$ cat src/rtl/debounce_fsm_if.sv
// Interface bundling the debouncer's sample strobe, raw pin level and the
// clean outputs handed to user logic. The debouncer is the slave; whatever
// drives the pin and the timer tick (or a testbench) is the master.
interface debounce_fsm_if;
    logic tick;      // one-cycle sample strobe from the debounce timer
    logic raw_in;    // noisy pin level (asynchronous unless sync is disabled)
    logic db_level;  // debounced level
    logic rise;      // one-cycle pulse on db_level 0->1
    logic fall;      // one-cycle pulse on db_level 1->0
    logic busy;      // qualifying a candidate change

    modport master (
        output tick,
        output raw_in,
        input  db_level,
        input  rise,
        input  fall,
        input  busy
    );

    modport slave (
        input  tick,
        input  raw_in,
        output db_level,
        output rise,
        output fall,
        output busy
    );
endinterface : debounce_fsm_if

$ cat src/rtl/debounce_fsm.sv
// Debounce state machine: turns a noisy button/switch level into a clean
// registered level plus single-cycle rise/fall pulses. A new level must be
// seen on STABLE_TICKS consecutive timer ticks before it is accepted; any
// bounce back to the current level aborts the qualification.
//
// Optional feature macro: DEBOUNCE_SYNC_EN
//   defined   -> 2-flop synchronizer on raw_in (adds 2 cycles of latency)
//   undefined -> raw_in is used directly (input already synchronous to clk)
module debounce_fsm #(
    parameter int unsigned STABLE_TICKS = 4   // legal range 1..15
) (
    input logic           clk,
    input logic           reset,   // asynchronous, active-low
    debounce_fsm_if.slave bus
);

    typedef enum logic [1:0] {
        STABLE_LOW  = 2'd0,
        WAIT_HIGH   = 2'd1,
        STABLE_HIGH = 2'd2,
        WAIT_LOW    = 2'd3
    } state_t;

    // Counter value at which the next tick is the qualifying one. Comparing
    // before incrementing means the 4-bit counter can never wrap.
    localparam logic [3:0] LAST_CNT = 4'(STABLE_TICKS - 1);

    // Reject out-of-range configurations at elaboration time.
    if (STABLE_TICKS < 1 || STABLE_TICKS > 15) begin : g_bad_param
        $error("debounce_fsm: STABLE_TICKS must be in 1..15");
    end

    logic sync_in;

`ifdef DEBOUNCE_SYNC_EN
    logic meta_q;
    logic sync_q;

    // Two-flop synchronizer bringing the asynchronous pin into the clk domain.
    // NOTE: reset only flops whose reset value is observable; here both stages
    // must read 0 after reset so a held button still needs full qualification.
    always_ff @(posedge clk or negedge reset) begin
        if (!reset) begin
            meta_q <= 1'b0;
            sync_q <= 1'b0;
        end else begin
            meta_q <= bus.raw_in;
            sync_q <= meta_q;
        end
    end

    assign sync_in = sync_q;
`else
    assign sync_in = bus.raw_in;
`endif

    state_t     state_q;
    logic [3:0] cnt_q;
    logic       level_q;
    logic       rise_q;
    logic       fall_q;
    logic       busy_q;

    // Debounce FSM with registered outputs; pulses default low every cycle.
    // NOTE: every assignment here is non-blocking so all registers update from
    // the same pre-edge values; blocking would let later lines see new values.
    always_ff @(posedge clk or negedge reset) begin
        if (!reset) begin
            state_q <= STABLE_LOW;
            cnt_q   <= 4'd0;
            level_q <= 1'b0;
            rise_q  <= 1'b0;
            fall_q  <= 1'b0;
            busy_q  <= 1'b0;
        end else begin
            rise_q <= 1'b0;
            fall_q <= 1'b0;

            unique case (state_q)
                STABLE_LOW: begin
                    // Ticks are ignored while stable; only a level change matters.
                    if (sync_in) begin
                        state_q <= WAIT_HIGH;
                        cnt_q   <= 4'd0;
                        busy_q  <= 1'b1;
                    end
                end

                WAIT_HIGH: begin
                    if (!sync_in) begin
                        // Bounce back wins over a simultaneous tick.
                        state_q <= STABLE_LOW;
                        cnt_q   <= 4'd0;
                        busy_q  <= 1'b0;
                    end else if (bus.tick) begin
                        if (cnt_q == LAST_CNT) begin
                            state_q <= STABLE_HIGH;
                            cnt_q   <= 4'd0;
                            busy_q  <= 1'b0;
                            level_q <= 1'b1;
                            rise_q  <= 1'b1;
                        end else begin
                            cnt_q <= cnt_q + 4'd1;
                        end
                    end
                end

                STABLE_HIGH: begin
                    if (!sync_in) begin
                        state_q <= WAIT_LOW;
                        cnt_q   <= 4'd0;
                        busy_q  <= 1'b1;
                    end
                end

                WAIT_LOW: begin
                    if (sync_in) begin
                        state_q <= STABLE_HIGH;
                        cnt_q   <= 4'd0;
                        busy_q  <= 1'b0;
                    end else if (bus.tick) begin
                        if (cnt_q == LAST_CNT) begin
                            state_q <= STABLE_LOW;
                            cnt_q   <= 4'd0;
                            busy_q  <= 1'b0;
                            level_q <= 1'b0;
                            fall_q  <= 1'b1;
                        end else begin
                            cnt_q <= cnt_q + 4'd1;
                        end
                    end
                end

                default: begin
                    state_q <= STABLE_LOW;
                    cnt_q   <= 4'd0;
                    busy_q  <= 1'b0;
                    level_q <= 1'b0;
                end
            endcase
        end
    end

    assign bus.db_level = level_q;
    assign bus.rise     = rise_q;
    assign bus.fall     = fall_q;
    assign bus.busy     = busy_q;

    // Edge pulses are mutually exclusive and last a single cycle.
    a_pulse_excl: assert property (@(posedge clk) disable iff (!reset)
        !(rise_q && fall_q));
    a_rise_one: assert property (@(posedge clk) disable iff (!reset)
        rise_q |=> !rise_q);
    a_fall_one: assert property (@(posedge clk) disable iff (!reset)
        fall_q |=> !fall_q);

endmodule : debounce_fsm

$ cat src/flat_wrapper.sv
// flat-port wrapper written by rule: the top's interface ports become plain ports
module debounce_fsm_flat 
#(
    parameter int unsigned STABLE_TICKS = 4                       
)
  (clk, reset, bus_tick, bus_raw_in, bus_db_level, bus_rise, bus_fall, bus_busy);
  debounce_fsm_if bus_i ();
  input logic clk;
  input logic reset;
  input wire logic [$bits(bus_i.tick)-1:0] bus_tick;
  input wire logic [$bits(bus_i.raw_in)-1:0] bus_raw_in;
  output wire logic [$bits(bus_i.db_level)-1:0] bus_db_level;
  output wire logic [$bits(bus_i.rise)-1:0] bus_rise;
  output wire logic [$bits(bus_i.fall)-1:0] bus_fall;
  output wire logic [$bits(bus_i.busy)-1:0] bus_busy;
  assign bus_i.tick = bus_tick;
  assign bus_i.raw_in = bus_raw_in;
  assign bus_db_level = bus_i.db_level;
  assign bus_rise = bus_i.rise;
  assign bus_fall = bus_i.fall;
  assign bus_busy = bus_i.busy;
  debounce_fsm #(.STABLE_TICKS(STABLE_TICKS)) u_core (.clk(clk), .reset(reset), .bus(bus_i));
endmodule
$ cat config.mk
export PLATFORM = sky130hd
export DESIGN_NAME = debounce_fsm_flat
export DESIGN_NICKNAME = d
export VERILOG_FILES = /design/src/rtl/debounce_fsm_if.sv /design/src/rtl/debounce_fsm.sv /design/src/flat_wrapper.sv
export SDC_FILE = /design/constraint.sdc
export NUM_CORES = 1
export LEC_CHECK = 0
export ABC_AREA = 0
export CORE_AREA = 2 2 39 41
export DETAILED_ROUTE_END_ITERATION = 10
export DIE_AREA = 0 0 41 43
export PLACE_DENSITY = 0.57
export SLEW_MARGIN = 20
export SYNTH_ARGS = -nofsm -noshare
export SYNTH_HDL_FRONTEND = slang
export SYNTH_SLANG_ARGS = --single-unit
$ cat constraint.sdc
create_clock -name clk -period 1.6 [get_ports clk]
set_input_delay 0.16 -clock clk [delete_from_list [all_inputs] [get_ports clk]]
set_output_delay 0.16 -clock clk [all_outputs]
set_load 0.02 [all_outputs]
==> impl_metrics.env <==
export IMPL_status="completed"
export IMPL_hold_buffers=0
export IMPL_tritoncts_num_sinks=10
export IMPL_htreeDepth=1
export IMPL_layout_min_cycle_time_ps=1493
export IMPL_synth_top_area_share_pct=49.75
export IMPL_dieArea_sq_um=1763
export IMPL_antenna_cells=0
export IMPL_setup_ws_ps=107.5
export IMPL_crit_path_max_incr_delay_ps=410
export IMPL_path_cells="ha_1 > and4bb_2 > nand2_1 > mux2_2"
export IMPL_crit_start="u_core.cnt_q[1]$_DFFE_PN0P_"
export IMPL_path_max_fanout=4
export IMPL_critPathKind="reg -> reg"
export IMPL_path_buf_inv=0
export IMPL_leakage_nw=0.3223
export IMPL_fmax_mhz=670.0
export IMPL_cts_clk_slew_worst_paths_ps=60
export IMPL_antenna_found_initial=0
export IMPL_endpoint_kind="register"
export IMPL_start_util_pct=36.35
export IMPL_fin_nets=73
export IMPL_vias=418
export IMPL_gr_usage_all_layers_pct=14.18
export IMPL_powerDensity_nw_per_um2=868.8
export IMPL_total_power_w=0.0005848
export IMPL_hold_class="in -> async"
export IMPL_area_growth_pct=33.83
export IMPL_finalHoldViolations=0
export IMPL_fin_worst_skew_ps=4.240
export IMPL_grt_overflow=0
export IMPL_critPathLaunchType="register"
export IMPL_maxCapViolCount=0
export IMPL_critPathTopFamily="flip-flops"
export IMPL_cts_tree="yes"
export IMPL_wire_per_inst_um=11.95
export IMPL_grt_pass1_vias=400
export IMPL_avgSynthCellArea_sq_um=10.26
export IMPL_yosysWarnings=0
export IMPL_die_height_um=43
export IMPL_grt_max_degree=11
export IMPL_switchingPower_w=0.0001607
export IMPL_yosysSeqAreaShare_pct=49.75
export IMPL_yosys_area_top_type="dfrtp_1"
export IMPL_peakVddDrop_v=0.0005779
export IMPL_drc=0
export IMPL_cp_arrival_ps=1630
export IMPL_synth_seq_cells=10
export IMPL_cts_buffers=3
export IMPL_root_buffer="clkbuf_4"
export IMPL_hpwl_um=763.1
export IMPL_regToRegSetupSlack_ps=110
export IMPL_yosysUniqueCellTypes=24
export IMPL_clockPowerShare_pct=28.1
export IMPL_ant_nets=0
export IMPL_crit_cells=4
export IMPL_dpl_worst_slack_ps=-25.47
export IMPL_required_ps=1740
export IMPL_synth_area_sq_um=503.0
export IMPL_finalWirelength_um=980
export IMPL_synthTopCellsByArea="dfrtp_1 (50%), nand3_1 (7.0%), nand4_1 (5.0%), a21o_1 (3.0%), nand2_1 (3.0%)"
export IMPL_final_util_pct=48.64
export IMPL_slew_violations=0
export IMPL_core_area_sq_um=1384
export IMPL_power_frac_seq_pct=48.8
export IMPL_numPortBuffers=7
export IMPL_drtIter0Drc=4
export IMPL_crit_reg2reg_launch="u_core.cnt_q[1]$_DFFE_PN0P_"
export IMPL_switching_share_pct=27.49
export IMPL_combPwrFrac_pct=23.1
export IMPL_cts_resized=0
export IMPL_tightestPinTransition_ps=469.7
export IMPL_cts_path_max_buffers=2
export IMPL_setup_viol=0
export IMPL_crit_slowest_cell="dfrtp_1"
export IMPL_place_gp_congestion=0.7805
export IMPL_yosys_top_cells_count="dfrtp_1 (10), nand3_1 (7), nand2_1 (4), nand4_1 (4)"
export IMPL_ios=8
export IMPL_drive_gt1_share_pct=21.21
export IMPL_synth_most_common_cell="dfrtp_1"
export IMPL_synth_edf_count=0
export IMPL_p_int_w=0.0004241
export IMPL_rsz0062_at_grt="no"
export IMPL_rows=14
export IMPL_syn_nets=54
export IMPL_ys_flop_type="dfrtp_1"
export IMPL_syn_inst=49
export IMPL_relSlewSlack_pct=68.46
export IMPL_via_per_inst=5.098
export IMPL_synthArstFlopShare_pct=100.0
export IMPL_reg2reg_depth=4
export IMPL_post_cts_buffers=0
export IMPL_die_x_um=41
export IMPL_grt_pass1_wl_mm=1.635
export IMPL_min_period_over_period_pct=93.28
export IMPL_dr_pass1_iters=4
export IMPL_clk_latency_ps=260
==> worst min path at each step <==
| stage | from | end | slack (ps) |
|---|---|---|---|
| 6_report | reset | u_core.cnt_q[2]$_DFFE_PN0P_ | 210 |
| 2_1_floorplan | reset | asynchronous set/reset pin | -140 |
| 4_1_cts | reset | u_core.bus.rise$_DFF_PN0_ | 230 |
| 5_1_grt | reset | u_core.cnt_q[3]$_DFFE_PN0P_ | 250 |
| 3_5_place_dp | reset | u_core.cnt_q[2]$_DFFE_PN0P_ | 510 |
| 3_3_place_gp | reset | u_core.cnt_q[2]$_DFFE_PN0P_ | 510 |
==> through the flow <==
stage	setup TNS, ps	cells	area (sq um)	hold WS, ps
floorplan	0	49	503.0	-135.6
global placement	0	79	650.6	514.0
detailed placement	-25.47	79	650.6	510.0
CTS	0	82	673.1	227.1
global route	0	82	673.1	253.7
finish	0	82	673.1	209.8
==> power groups by stage <==
stage / combinational, W / sequential (W) / clock (W)
global placement: 0.000135 / 0.000290 / 0
CTS: 0.000138 / 0.000285 / 0.000175
detailed placement: 0.000137 / 0.000290 / 0
global route: 0.000150 / 0.000288 / 0.000182
finish: 0.000135 / 0.000285 / 0.000164
floorplan: 0.0000573 / 0.000297 / 0
==> placed cells by master, fill, tap and decap left out, types with 2 or more instances in the layout <==
cell             netlist  routed
a21o_1                 2       2
clkbuf_4               0       3
or4_1                  2       2
nand3_1                7       7
dfrtp_1               10      10
buf_4                  0       9
inv_1                  2       2
clkdlybuf4s50_1        0       7
nand2_1                4       4
nand4_1                4       4
==> worst register-to-register path, delay by kind of cell, from the launching register on <==
kind / cells / cell delay [ps]
adder cells (fa/ha/maj): 1 / 220
flip-flops: 1 / 410
multiplexers: 1 / 350
AND/OR/NAND/NOR: 2 / 400
==> layer usage <==
metal / up-vias / routed length (um) / track usage (%)
met4: 0 / 0 / 2.000
met5: - / 0 / 0
met1: 189 / 456 / 17.63
li1: 221 / - / -
met3: 0 / 60 / 9.424
met2: 8 / 463 / 20.63
==> area by class of cell <==
| cell class | instances | area, sq um |
|---|---|---|
| Timing Repair Buffer | 16 | 137.6 |
| Fill cell | 140 | 710.7 |
| Sequential cell | 10 | 250.2 |
| Multi-Input combinational cell | 35 | 235.2 |
| Clock buffer | 3 | 22.52 |
| Tap cell | 16 | 20.02 |
| Inverter | 2 | 7.507 |
==> flip-flops by register name, summed over array words and instances, names as in the netlist, named ones only <==
register,cells
u_core.bus.busy,1
u_core.bus.db_level,1
u_core.bus.rise,1
u_core.cnt_q,4
u_core.bus.fall,1
u_core.state_q,1
==> logic make-up (layout without fill, tap and decap cells) <==
logic type / Yosys count / after routing / synth area share [%]
simple gates: 25 / 25 / 29.85
flops: 10 / 10 / 49.75
compound gates: 6 / 6 / 8.704
buf+inv: 4 / 21 / 3.483
xor+xnor: 2 / 2 / 3.483
fa+ha+maj: 1 / 1 / 2.487
mux: 1 / 1 / 2.239
(Power assumes the default switching activity.)
